## config.mk

```make
export PLATFORM = sky130hd
export DESIGN_NAME = blink_timebase
export DESIGN_NICKNAME = d
export VERILOG_FILES = /design/src/rtl/blink_timebase.sv
export SDC_FILE = /design/constraint.sdc
export NUM_CORES = 1
export LEC_CHECK = 0
export CORE_ASPECT_RATIO = 0.5
export CORE_MARGIN = 8
export CORE_UTILIZATION = 45
export CTS_BUF_LIST = sky130_fd_sc_hd__clkbuf_8
export DETAILED_ROUTE_END_ITERATION = 6
export GPL_ROUTABILITY_DRIVEN = 1
export PLACE_DENSITY = 0.78
export SYNTH_ARGS = -nofsm -noshare
export SYNTH_HDL_FRONTEND = slang
export SYNTH_SLANG_ARGS = --single-unit
```

## constraint.sdc

```tcl
create_clock -name clk -period 2.4 [get_ports clk]
set_input_delay 0.48 -clock clk [delete_from_list [all_inputs] [get_ports clk]]
set_output_delay 0.48 -clock clk [all_outputs]
set_load 0.03 [all_outputs]
```

## src/rtl/blink_timebase.sv

```systemverilog
// Timebase for the blinker: prescaled running count, one-hot rate mask, start/stop with free-run/burst/single-step modes.
// Latency: config latches on the accepting edge; first tick lands prescale+1 clocks after the start edge; tick/done/count/mask are registered.
// Backpressure: cfg_ready is high only in IDLE; a cfg_valid seen in RUN or DONE is dropped with no side effect.
module blink_timebase #(
    parameter int PRESCALE_W = 8,
    parameter int COUNT_W    = 16,
    parameter int BURST_W    = 8
) (
    input  logic                  clk,
    input  logic                  rst,
    input  logic                  cfg_valid,
    output logic                  cfg_ready,
    input  logic [PRESCALE_W-1:0] cfg_prescale,
    input  logic [3:0]            cfg_rate,
    input  logic [1:0]            cfg_mode,
    input  logic [BURST_W-1:0]    cfg_bursts,
    input  logic                  start,
    input  logic                  stop,
    output logic [COUNT_W-1:0]    current_count,
    output logic [COUNT_W-1:0]    mask,
    output logic                  tick,
    output logic                  busy,
    output logic                  done
);

    typedef enum logic [1:0] {
        S_IDLE = 2'd0,
        S_RUN  = 2'd1,
        S_DONE = 2'd2
    } state_t;

    state_t                state_q, state_d;
    logic [COUNT_W-1:0]    count_q, count_d;
    logic [PRESCALE_W-1:0] pre_q, pre_d;
    logic [PRESCALE_W-1:0] prescale_q, prescale_d;
    logic [3:0]            rate_q, rate_d;
    logic [1:0]            mode_q, mode_d;
    logic [BURST_W-1:0]    bursts_q, bursts_d;
    logic [BURST_W-1:0]    bursts_left_q, bursts_left_d;
    logic [COUNT_W-1:0]    mask_q, mask_d;
    logic                  tick_q, tick_d;
    logic                  done_q, done_d;

    // Mode 3 is an alias of free-run, so only burst and single-step need decoding.
    logic                  mode_burst;
    logic                  mode_step;
    // All ones from bit 0 up to and including bit rate_q; a period ends when the count matches this.
    logic [COUNT_W-1:0]    low_ones;
    logic                  period_end;
    logic                  prescale_hit;

    assign mode_burst   = (mode_q == 2'd1);
    assign mode_step    = (mode_q == 2'd2);
    assign low_ones     = {COUNT_W{1'b1}} >> (4'd15 - rate_q);
    assign period_end   = ((count_q & low_ones) == low_ones);
    assign prescale_hit = (pre_q == prescale_q);

    assign cfg_ready     = (state_q == S_IDLE);
    assign busy          = (state_q == S_RUN);
    assign current_count = count_q;
    assign mask          = mask_q;
    assign tick          = tick_q;
    assign done          = done_q;

    // State and datapath registers; reset is asynchronous so a mid-run reset clears at once.
    always_ff @(posedge clk or posedge rst) begin
        if (rst) begin
            state_q       <= S_IDLE;
            count_q       <= '0;
            pre_q         <= '0;
            prescale_q    <= '0;
            rate_q        <= '0;
            mode_q        <= '0;
            bursts_q      <= '0;
            bursts_left_q <= '0;
            mask_q        <= {{(COUNT_W-1){1'b0}}, 1'b1};
            tick_q        <= 1'b0;
            done_q        <= 1'b0;
        end else begin
            state_q       <= state_d;
            count_q       <= count_d;
            pre_q         <= pre_d;
            prescale_q    <= prescale_d;
            rate_q        <= rate_d;
            mode_q        <= mode_d;
            bursts_q      <= bursts_d;
            bursts_left_q <= bursts_left_d;
            mask_q        <= mask_d;
            tick_q        <= tick_d;
            done_q        <= done_d;
        end
    end

    // Next-state logic; tick and done default low so they are single-cycle pulses.
    always_comb begin
        state_d       = state_q;
        count_d       = count_q;
        pre_d         = pre_q;
        prescale_d    = prescale_q;
        rate_d        = rate_q;
        mode_d        = mode_q;
        bursts_d      = bursts_q;
        bursts_left_d = bursts_left_q;
        mask_d        = mask_q;
        tick_d        = 1'b0;
        done_d        = 1'b0;

        case (state_q)
            S_IDLE: begin
                // New config lands at this edge; a simultaneous start below still reads the old registers.
                if (cfg_valid) begin
                    prescale_d = cfg_prescale;
                    rate_d     = cfg_rate;
                    mode_d     = cfg_mode;
                    bursts_d   = cfg_bursts;
                    mask_d     = {{(COUNT_W-1){1'b0}}, 1'b1} << cfg_rate;
                end
                // stop beats start when both are high.
                if (start && !stop) begin
                    if (mode_step) begin
                        count_d = count_q + 1'b1;
                        tick_d  = 1'b1;
                    end else begin
                        count_d       = '0;
                        pre_d         = '0;
                        bursts_left_d = bursts_q;
                        state_d       = S_RUN;
                    end
                end
            end

            S_RUN: begin
                if (mode_burst && (bursts_left_q == '0)) begin
                    // Zero-length burst: finish immediately without counting.
                    if (!stop) begin
                        state_d = S_DONE;
                        done_d  = 1'b1;
                    end
                end else if (prescale_hit) begin
                    pre_d   = '0;
                    count_d = count_q + 1'b1;
                    tick_d  = 1'b1;
                    if (mode_burst && period_end) begin
                        bursts_left_d = bursts_left_q - 1'b1;
                        if ((bursts_left_q == {{(BURST_W-1){1'b0}}, 1'b1}) && !stop) begin
                            state_d = S_DONE;
                            done_d  = 1'b1;
                        end
                    end
                end else begin
                    pre_d = pre_q + 1'b1;
                end
                // A tick on the same edge as stop still counts; only the state is forced.
                if (stop) begin
                    state_d = S_IDLE;
                end
            end

            S_DONE: begin
                state_d = S_IDLE;
            end

            default: begin
                state_d = S_IDLE;
            end
        endcase
    end

endmodule

```

=== After elaboration in Yosys (flattened, before gate mapping) ===
Cells that the tools add are included.

* Input bits: 27
* Flip-flop bits (word level): 74
* Output and inout port bits: 36
* Word-level logic and storage cells: 80

* Reduce and logical (&&, ||, !) cells: 13
* Eq/ne operators: 14
* Multiplexer cells: 35
* Shifts and indexed selects: 2
* Bitwise operators: 1
* Add/sub/neg operators: 4

{| class="wikitable"
|+ Operators with widths
! operator !! number
|-
| 8-bit two-way mux || 9
|-
| 16-bit two-way mux || 4
|-
| 16-bit case mux with 2 select lines || 1
|-
| 8-bit case mux with 2 select lines || 2
|-
| 16-bit by 1-bit adder with 16-bit output, second input constant || 1
|-
| 16-bit AND || 1
|-
| 16-bit == test || 1
|-
| 1-bit by 4-bit left shift with 16-bit output, first input constant || 1
|-
| 16-bit by 4-bit >> shifter with 16-bit output, first input constant || 1
|-
| 2-bit two-way mux || 7
|-
| 4-bit by 2-bit != test with 1-bit output, second input constant || 3
|-
| 1-bit two-way mux || 10
|-
| 8-bit by 1-bit adder with 8-bit output, second input constant || 1
|-
| 8-bit by 1-bit == test with 1-bit output, second input constant || 1
|-
| 8-bit == test || 1
|-
| 8-bit logical NOT || 1
|-
| 4-bit AND reduction || 2
|-
| 8-bit by 1-bit subtractor with 8-bit output, second input constant || 1
|-
| 2-bit by 1-bit != test with 1-bit output, second input constant || 3
|-
| 6-bit AND reduction || 1
|-
| 5-bit AND reduction || 1
|-
| 2-bit by 1-bit == test with 1-bit output, second input constant || 2
|-
| 1-bit logical AND || 4
|-
| 2-bit != test, second input constant || 2
|-
| other kinds (8) || 8
|}

=== Logic depth before layout (Yosys ltp) ===
Gate-level depths: netlist (run 1).

* Depth after elaboration: 10
* Mapped depth: 9

=== Worst setup path after synthesis (run 1) ===
Ideal clock, no wire load.

* Kind: register -> register
* From: register bursts_left_q[0]
* To: register count_q[9], in the netlist current_count[9]
* Setup slack: 0.321 ns
* Cell stages (with the launch flop): 9
* Arrival time: 2.001 ns
* Buffers on the path: 0
* Cell sequence: dfrtp_1 -> inv_1 -> ha_1 -> nor4bb_1 -> a41o_1 -> nor2_4 -> nand2_1 -> or4_1 -> a21oi_1

* Cells in the longest elaborated chain, start to end: 4

{| class="wikitable"
|+ RTL lines
! element !! RTL line !! text
|-
| from (decl) || 39 || <nowiki>logic [BURST_W-1:0] bursts_left_q, bursts_left_d;</nowiki>
|-
| from (signal assigned) || 87 || <nowiki>bursts_left_q <= bursts_left_d;</nowiki>
|-
| 8-bit logical NOT || 133 || <nowiki>if (mode_burst && (bursts_left_q == '0)) begin</nowiki>
|-
| 1-bit logical AND || 133 ||
|-
| 2-bit != test (no source line) || n/a ||
|-
| 4-bit AND reduction (no source line) || n/a ||
|-
| to (signal assigned) || 81 || <nowiki>count_q <= count_d;</nowiki>
|-
| to (decl) || 33 || <nowiki>logic [COUNT_W-1:0] count_q, count_d;</nowiki>
|}

No other way between the ends.
A chain may end at the register's enable or synchronous reset.

=== Worst setup path after layout (run 1) ===
* From: register state_q[0]
* To: output cfg_ready

* Cells in the longest elaborated chain, start to end: 1

{| class="wikitable"
|+ RTL lines
! element !! RTL line !! text
|-
| from (decl) || 32 || <nowiki>state_t state_q, state_d;</nowiki>
|-
| from (signal assigned) || 80 || <nowiki>state_q <= state_d;</nowiki>
|-
| 2-bit logical NOT || 58 || <nowiki>assign cfg_ready = (state_q == S_IDLE);</nowiki>
|-
| to (decl) || 12 || <nowiki>output logic cfg_ready,</nowiki>
|}

No other way between the ends.

==> results of run 1 <==
registers in the layout, summed over array words and instances (netlist names):
register,count
bursts_left_q,8
bursts_q,8
current_count,16
done,1
mask,16
mode_q,2
pre_q,8
prescale_q,8
rate_q,4
state_q,2
tick,1
where the power goes:
part / leakage [uW] / switching [uW] / internal (uW) / total (uW)
Clock: 0.000111 / 473 / 606 / 1080
Sequential: 0.000943 / 367 / 1600 / 1960
Combinational: 0.000986 / 1170 / 971 / 2140
Total: 0.00204 / 2010 / 3170 / 5180
cell families after synthesis:
logic type,after synthesis,synth area share
buffers and inverters,28,0.0365
adders and majority gates,4,0.0129
DFF,74,0.478
xor gates and xnor gates,16,0.0362
AOI/OAI and AO/OA,85,0.143
and+or+nand+nor,163,0.223
muxes,24,0.0697
repair_timing:
action	CTS	global route
pin swaps	0	1
resized for setup	1	1
endpoints found under the setup margin	1	7
hold buffers	0	0
layout make-up:
class / count / area (sq um)
fill: 725 / 3550
multi-input combinational: 292 / 1890
sequential: 74 / 1850
timing repair buffer: 85 / 830
tap: 117 / 146
clock buffer: 10 / 138
clock inverter: 6 / 82.6
inverter: 10 / 37.5
worst max-delay path, stage by stage, from the launching register on:
cell	delay [ns]
dfrtp_1	0.48
nor2_1	0.22
clkdlybuf4s50_1	0.73
cells in the final DEF (no fill, tap or decap), drive strengths merged, types with 2 or more instances in the layout:
cell type       n
nand3          16
nor3            3
clkinvlp        2
clkbuf         10
bufinv          2
clkdlybuf4s50  61
nor4            2
a21oi          11
xnor2          12
or3             4
buf            23
o21ai          29
o41ai           7
nand4          11
dfrtp          73
and2            4
o31ai          13
xor2            4
o311ai          5
and3            6
a22oi           2
nor2b           3
mux2           24
nor2           23
ha              4
nor4b           3
nand3b          4
nand2b         11
o211ai          5
nor3b           2
or4             7
nand2          59
inv            11
a31oi           4
per-layer routing:
layer | routed length (microns) | share of wire | GRT usage
met1 | 4530 | 0.46 | 0.220
met3 | 675 | 0.068 | 0.0533
met2 | 4490 | 0.45 | 0.264
met4 | 174 | 0.018 | 0.0747
met5 | 0 | 0 | 0
worst paths after layout:
check | endpoint | depth (start not counted)
hold / removal | mask[1] | 2
hold reg to reg | mask[1] | 2
max in group asynchronous | mask[0] | 3
min in group asynchronous | mode_q[0] | 3
setup reg to reg | bursts_left_q[2] | 7
setup / recovery | cfg_ready | 2
per-stage QoR:
stage	util	hold slack [ns]	cell area (sq um)	cells	setup WS [ns]
2_1_floorplan	-	0.443	3880	394	0.0400
3_3_place_gp	0.557	0.456	4750	578	0.142
3_5_place_dp	0.557	0.462	4750	578	0.0824
4_1_cts	0.583	0.480	4970	594	0.105
5_1_grt	0.584	0.500	4980	594	0.00250
6_report	0.584	0.476	4980	594	0.128
==> results.cfg, run 1 <==
[setup_path]
reg2reg_from = rate_q[1]
cp_max_fo = 8
start_kind = flip-flop
criticalPathCategory = reg2out
startpoint = state_q[0]
arrival_ns = 1.79
critPathCaptureType = output pin
worstPathRequired_ns = 1.92
reg2reg_slack_ns = 0.17

[routing]
wl_microns = 9870
drtPass1Iterations = 5
num_vias = 3388
post_drt_via_cell_ratio = 5.70
wl_per_cell_microns = 16.6
drtAntennaViolNets = 0
drc = 0
drt_iter0_drc = 361

[final_layout]
drive_gt1_frac = 0.159
syn_to_final_growth_pct = 28.4
num_antenna_cells = 0
nNetsFinal = 503

[job]
drv_cap = 0

[global_routing]
grt_usage = 0.171
grt_pass1_vias = 3177
grt_antenna_before_repair = 0
grt_start_max_net_pins = 75
grt_overflow_total = 0
grt_first_pass_wirelength_microns = 16300

[sta]
hold_violations = 0
period_minus_slack_ns = 2.27
final.setup.tns_ns = 0
maxSlewViolCount = 0
rsz0062_at_grt = no
min_period_over_period = 0.947
setup_viol = 0
relSlewSlack = 0.709
fin_skew_ns = 0.00877
maxClockFrequency_mhz = 440
max_slew.worst_pin.slew_ns = 0.434

[floorplanning]
die_x_microns = 147
design.die.area_sq_um = 12000
placementRows = 24
start_util = 0.455
die_h_microns = 81.6
io-pin-count = 63
fp.coreArea_sq_um = 8530

[synth]
synth_ff_type = dfrtp_1
synth_edf_count = 0
synth_fp_nets = 425
yosysTopAreaCell = dfrtp_1
ys_warn_count = 0
syn-cell-area_sq_um = 3880
ys_seq_area_frac = 0.478
synthTopCellsByArea = dfrtp_1, mux2_2, nand2_1
synth_area_per_cell_sq_um = 9.84
synthArstFlopShare = 1.00
synth_top_area_frac = 0.471
synth_common_cells = dfrtp_1, nand2_1, o21ai_0
synth.most_common_cell = dfrtp_1
syn_inst = 394
ys_ff_latch = 74
synth_cell_types = 60

[cts]
clock_latency_ns = 0.37
cts_made_buffers = 9
post_cts_buffers = 0
cts_tree = done
clk_pin_slew_ns = 0.08
cts_buffer_depth = 2
htreeDepth = 3
root_buffer = clkbuf_8
cts_sinks = 74

[run_status]
status = complete, no violations

[placement]
place_congestion = 0.924
dp_hpwl_microns = 7130
portBuffers = 62

[power_and_ir_drop]
power.leakage_uw = 0.00204
ir_drop_v = 0.000365
p_total_uw = 5180
power_density_nw_per_um2 = 1040

[hold_path]
min_path_type = reg2reg
min-delay-start = mask[1]
(Power assumes the default switching activity.)
==> run 2: changes to the inputs <==
- PLACE_DENSITY: 0.78 -> 0.72
==> run 2 against run 1 <==
Count of clock-buffer cells in the layout fell by 1. Cell count stayed put. Largest power group unchanged. Cell area fell by 0.15%. Sequential share of layout area increased by 0.056 points. Largest cell class unchanged. Core utilization is 0.088 points lower. Die area did not move.
==> results.cfg, run 2 (same netlist as run 1, synthesis figures left out) <==
[run_status]
status = complete, no violations

[sta]
maxSlewViolCount = 0
hold_violations = 0
setup_viol = 0
rsz0062_at_grt = no
relSlewSlack = 0.653
maxClockFrequency_mhz = 437
final.setup.tns_ns = 0
hold_ws_ns = 0.456
min_period_over_period = 0.953
fin_skew_ns = 0.0126
period_minus_slack_ns = 2.29
max_slew.worst_pin.slew_ns = 0.519

[routing]
num_vias = 3321
wl_per_cell_microns = 16.4
post_drt_via_cell_ratio = 5.59
wl_microns = 9730
drt_iter0_drc = 245
drtPass1Iterations = 5
drtAntennaViolNets = 0
drc = 0

[setup_path]
path_buf_inv = 1
arrival_ns = 1.81
path_cells = nor2_1 > clkdlybuf4s50_1
reg2reg_from = bursts_left_q[1]
criticalPathCategory = reg2out
slowest_delay_ns = 0.72
worstPathRequired_ns = 1.92
slowest_stage = clkdlybuf4s50_1
critPathTopFamily = buffers and inverters
cp_max_fo = 8
startpoint = state_q[0]
start_kind = flip-flop
critPathCaptureType = output pin

[cts]
htreeDepth = 3
clock_latency_ns = 0.37
ctsHoldBuffers = 0
cts_buffer_depth = 2
post_cts_buffers = 0
cts_made_buffers = 9
clk_pin_slew_ns = 0.09
post_cts_resized = 0
root_buffer = clkbuf_8
cts_sinks = 74
cts_tree = done

[global_routing]
grt_pass1_vias = 3235
grt_first_pass_wirelength_microns = 16500
grt_usage = 0.172
grt_antenna_before_repair = 0
grt_start_max_net_pins = 30
grt_overflow_total = 0

[power_and_ir_drop]
power.leakage_uw = 0.00204
ir_drop_v = 0.000515
power_density_nw_per_um2 = 1030

[floorplanning]
die_x_microns = 147
start_util = 0.455
design.die.area_sq_um = 12000
io-pin-count = 63
die_h_microns = 81.6
placementRows = 24
fp.coreArea_sq_um = 8530

[placement]
place_congestion = 0.865
portBuffers = 62
dp_hpwl_microns = 7100

[final_layout]
drive_gt1_frac = 0.164
syn_to_final_growth_pct = 28.2
n_fill_cell = 761
final_core_util = 0.583
nNetsFinal = 503
layout_commonest_cell = dfrtp_1
num_antenna_cells = 0
layout_common_cells = dfrtp_1, clkdlybuf4s50_1, nand2_1

[hold_path]
min_path_type = in2async

[job]
drv_cap = 0
run 2: path summary, 6_finish.rpt:
| kind | endpoint | slack (ns) | cells after the start |
|---|---|---|---|
| max | cfg_ready | 0.11 | 2 |
| min | current_count[15] | 0.46 | 2 |
| max reg2reg | current_count[9] | 0.16 | 8 |
| min reg2reg | mask[2] | 0.48 | 2 |
| max in group asynchronous | mask[0] | 1.34 | 3 |
| min in group clk | mask[2] | 0.48 | 2 |
run 2: metrics by stage:
step           worst slack [ns]  cell area (sq um)  power (uW)  cells
4_1_cts                  0.0318               4950        5110    594
2_1_floorplan            0.0400               3880        3400    394
3_5_place_dp             0.0765               4750        4090    578
3_3_place_gp              0.127               4750        4050    578
6_report                  0.114               4970        5100    594
5_1_grt                  0.0191               4970        5470    594
run 2: cell type report:
cell class	instances	area [sq um]	area share
Sequential cell	74	1850	0.373
Multi-Input combinational cell	292	1900	0.382
Tap cell	117	146	0.0295
Timing Repair Buffer	85	833	0.168
Clock inverter	7	76.3	0.0154
Inverter	10	37.5	0.00755
Clock buffer	9	124	0.0249
run 2: routing by layer:
| layer | share of wire | track usage | vias to the layer above |
|---|---|---|---|
| met2 | 0.45 | 0.265 | 108 |
| met5 | 0 | 0 | - |
| met1 | 0.48 | 0.234 | 1615 |
| li1 | - | - | 1588 |
| met3 | 0.058 | 0.0462 | 10 |
| met4 | 0.010 | 0.0555 | 0 |
run 2: power by group:
group	total (uW)	switching (uW)	internal, uW
Sequential	1980	380	1600
Clock	1000	512	489
Combinational	2120	1140	978
Total	5100	2040	3060
==> run 3: changes to the inputs <==
- CTS_CLUSTER_SIZE: default -> 14
- REMOVE_ABC_BUFFERS: default -> 1
- SETUP_SLACK_MARGIN: default -> 0.4
==> run 3 against run 2 <==
Maximum frequency rose by 10%. Cell count up 5.2%. Sequential power about the same. Wire length is 11% higher. Hold slack got worse by 0.0056 ns. Sequential share of layout area is 2.4 points lower. Critical path type is now reg2reg.
==> results.cfg, run 3 (same netlist as run 1, synthesis figures left out) <==
[run_status]
status = complete, no violations

[final_layout]
drive_gt1_frac = 0.268
n_fill_cell = 693
nNetsFinal = 534
syn_to_final_growth_pct = 37.9
layout_commonest_cell = dfrtp_1
register_area_sq_um = 1860
multi_input_area_sq_um = 2050
final_core_util = 0.627
layout_common_cells = dfrtp_1, nand2_1, clkdlybuf4s50_1
num_antenna_cells = 0

[cts]
htreeDepth = 3
cts_made_buffers = 9
cts_buffer_depth = 2
root_buffer = clkbuf_8
cts_tree = done
clock_latency_ns = 0.37
cts_sinks = 74
clk_pin_slew_ns = 0.08
ctsHoldBuffers = 0

[setup_path]
path_cells = buf_4 > inv_2 > a21oi_1 > nor4_2 > buf_4 > buf_4 > buf_4 > nand4_1 > or4_1 > nand3_1
critPathCaptureType = flip-flop
cp_max_fo = 8
arrival_ns = 2.37
slowest_stage = dfrtp_2
critPathTopFamily = simple AND/OR/NAND/NOR gates
criticalPathCategory = reg2reg
path_buf_inv = 5
crit_top_cell = buf_4
reg2reg_slack_ns = 0.33
slowest_delay_ns = 0.47
start_kind = flip-flop
worstPathRequired_ns = 2.70

[sta]
worst_slack_ns = 0.329
fin_skew_ns = 0.0141
maxSlewViolCount = 0
min_period_over_period = 0.863
hold_violations = 0
maxClockFrequency_mhz = 483
setup_viol = 0
period_minus_slack_ns = 2.07
rsz0062_at_grt = yes
relSlewSlack = 0.685
max_slew.worst_pin.slew_ns = 0.472
hold_ws_ns = 0.451

[global_routing]
grt_first_pass_wirelength_microns = 16500
grt_antenna_before_repair = 0
grt_pass1_vias = 3313
grt_overflow_total = 0
grt_start_max_net_pins = 53
grt_usage = 0.173

[power_and_ir_drop]
power.leakage_uw = 0.00229
power_switching_uw = 2220
swShare = 0.406
seq_power_share = 0.363
internal_power_uw = 3250
comb_power_share = 0.484
power_density_nw_per_um2 = 1020
p_total_uw = 5470
ir_drop_v = 0.000471
clkPwrFrac = 0.153

[job]
drv_cap = 0

[routing]
drtAntennaViolNets = 0
drt_iter0_drc = 211
top_layer_used = met4
drc = 0
wl_microns = 10800
num_vias = 3515
drtPass1Iterations = 4
wl_met3_microns = 623
wl_met2_microns = 5190
post_drt_via_cell_ratio = 5.62
wl_per_cell_microns = 17.2
wl_met1_microns = 4700

[placement]
portBuffers = 62
dpl_worst_slack_ns = 0.120
place_congestion = 0.866
dp_hpwl_microns = 7050

[floorplanning]
placementRows = 24
io-pin-count = 63
fp.coreArea_sq_um = 8530
design.die.area_sq_um = 12000
die_h_microns = 81.6
die_x_microns = 147
start_util = 0.455

[hold_path]
min_path_type = in2async
## run 3: final cells by class
cell class	count	area share
Tap cell	117	0.0274
Clock buffer	9	0.0232
Inverter	10	0.00773
Multi-Input combinational cell	292	0.383
Clock inverter	7	0.00749
Timing Repair Buffer	116	0.203
Sequential cell	74	0.349
## run 3: power by group through the flow
stage	sequential (uW)	clock (uW)	combinational [uW]
floorplan	2020	0	1250
finish	1980	836	2650
global route	2040	905	2860
CTS	1950	853	2220
detailed placement	1980	0	2070
global placement	1970	0	2030
## run 3: path summary, 6_finish.rpt
kind                            from               end  cells past startpoint
max in group asynchronous        rst  current_count[3]                      3
max reg2reg                rate_q[1]  bursts_left_q[7]                     10
min                              rst           mask[1]                      2
max                        rate_q[1]  bursts_left_q[7]                     10
min reg2reg                  mask[0]           mask[0]                      2
min in group clk             mask[0]           mask[0]                      2
## run 3: worst reg2reg max path, cell delays in order, from the launching register on
cell,delay (ns)
dfrtp_2,0.47
buf_4,0.16
inv_2,0.05
a21oi_1,0.07
nor4_2,0.29
buf_4,0.17
buf_4,0.09
buf_4,0.09
nand4_1,0.10
or4_1,0.42
nand3_1,0.10
## run 3: stage by stage
step                      setup TNS [ns]  instances  instance area, sq um
after global routing                   0        625                  5340
after global placement                 0        573                  4710
after detailed placement               0        573                  4710
final                                  0        625                  5340
after CTS                              0        604                  5040
after floorplan                    -4.05        376                  3770
## run 3: layer usage
layer,GRT usage,vias up
met3,0.0511,21
met2,0.280,112
li1,-,1652
met4,0.0757,0
met1,0.215,1730
met5,0,-
## run 3: repair_timing
action,in CTS,in global routing
cloned,0,1
resized for setup,32,44
hold endpoints to repair,0,0
setup buffers,15,20
pin swaps,9,12
setup endpoints to repair,51,34
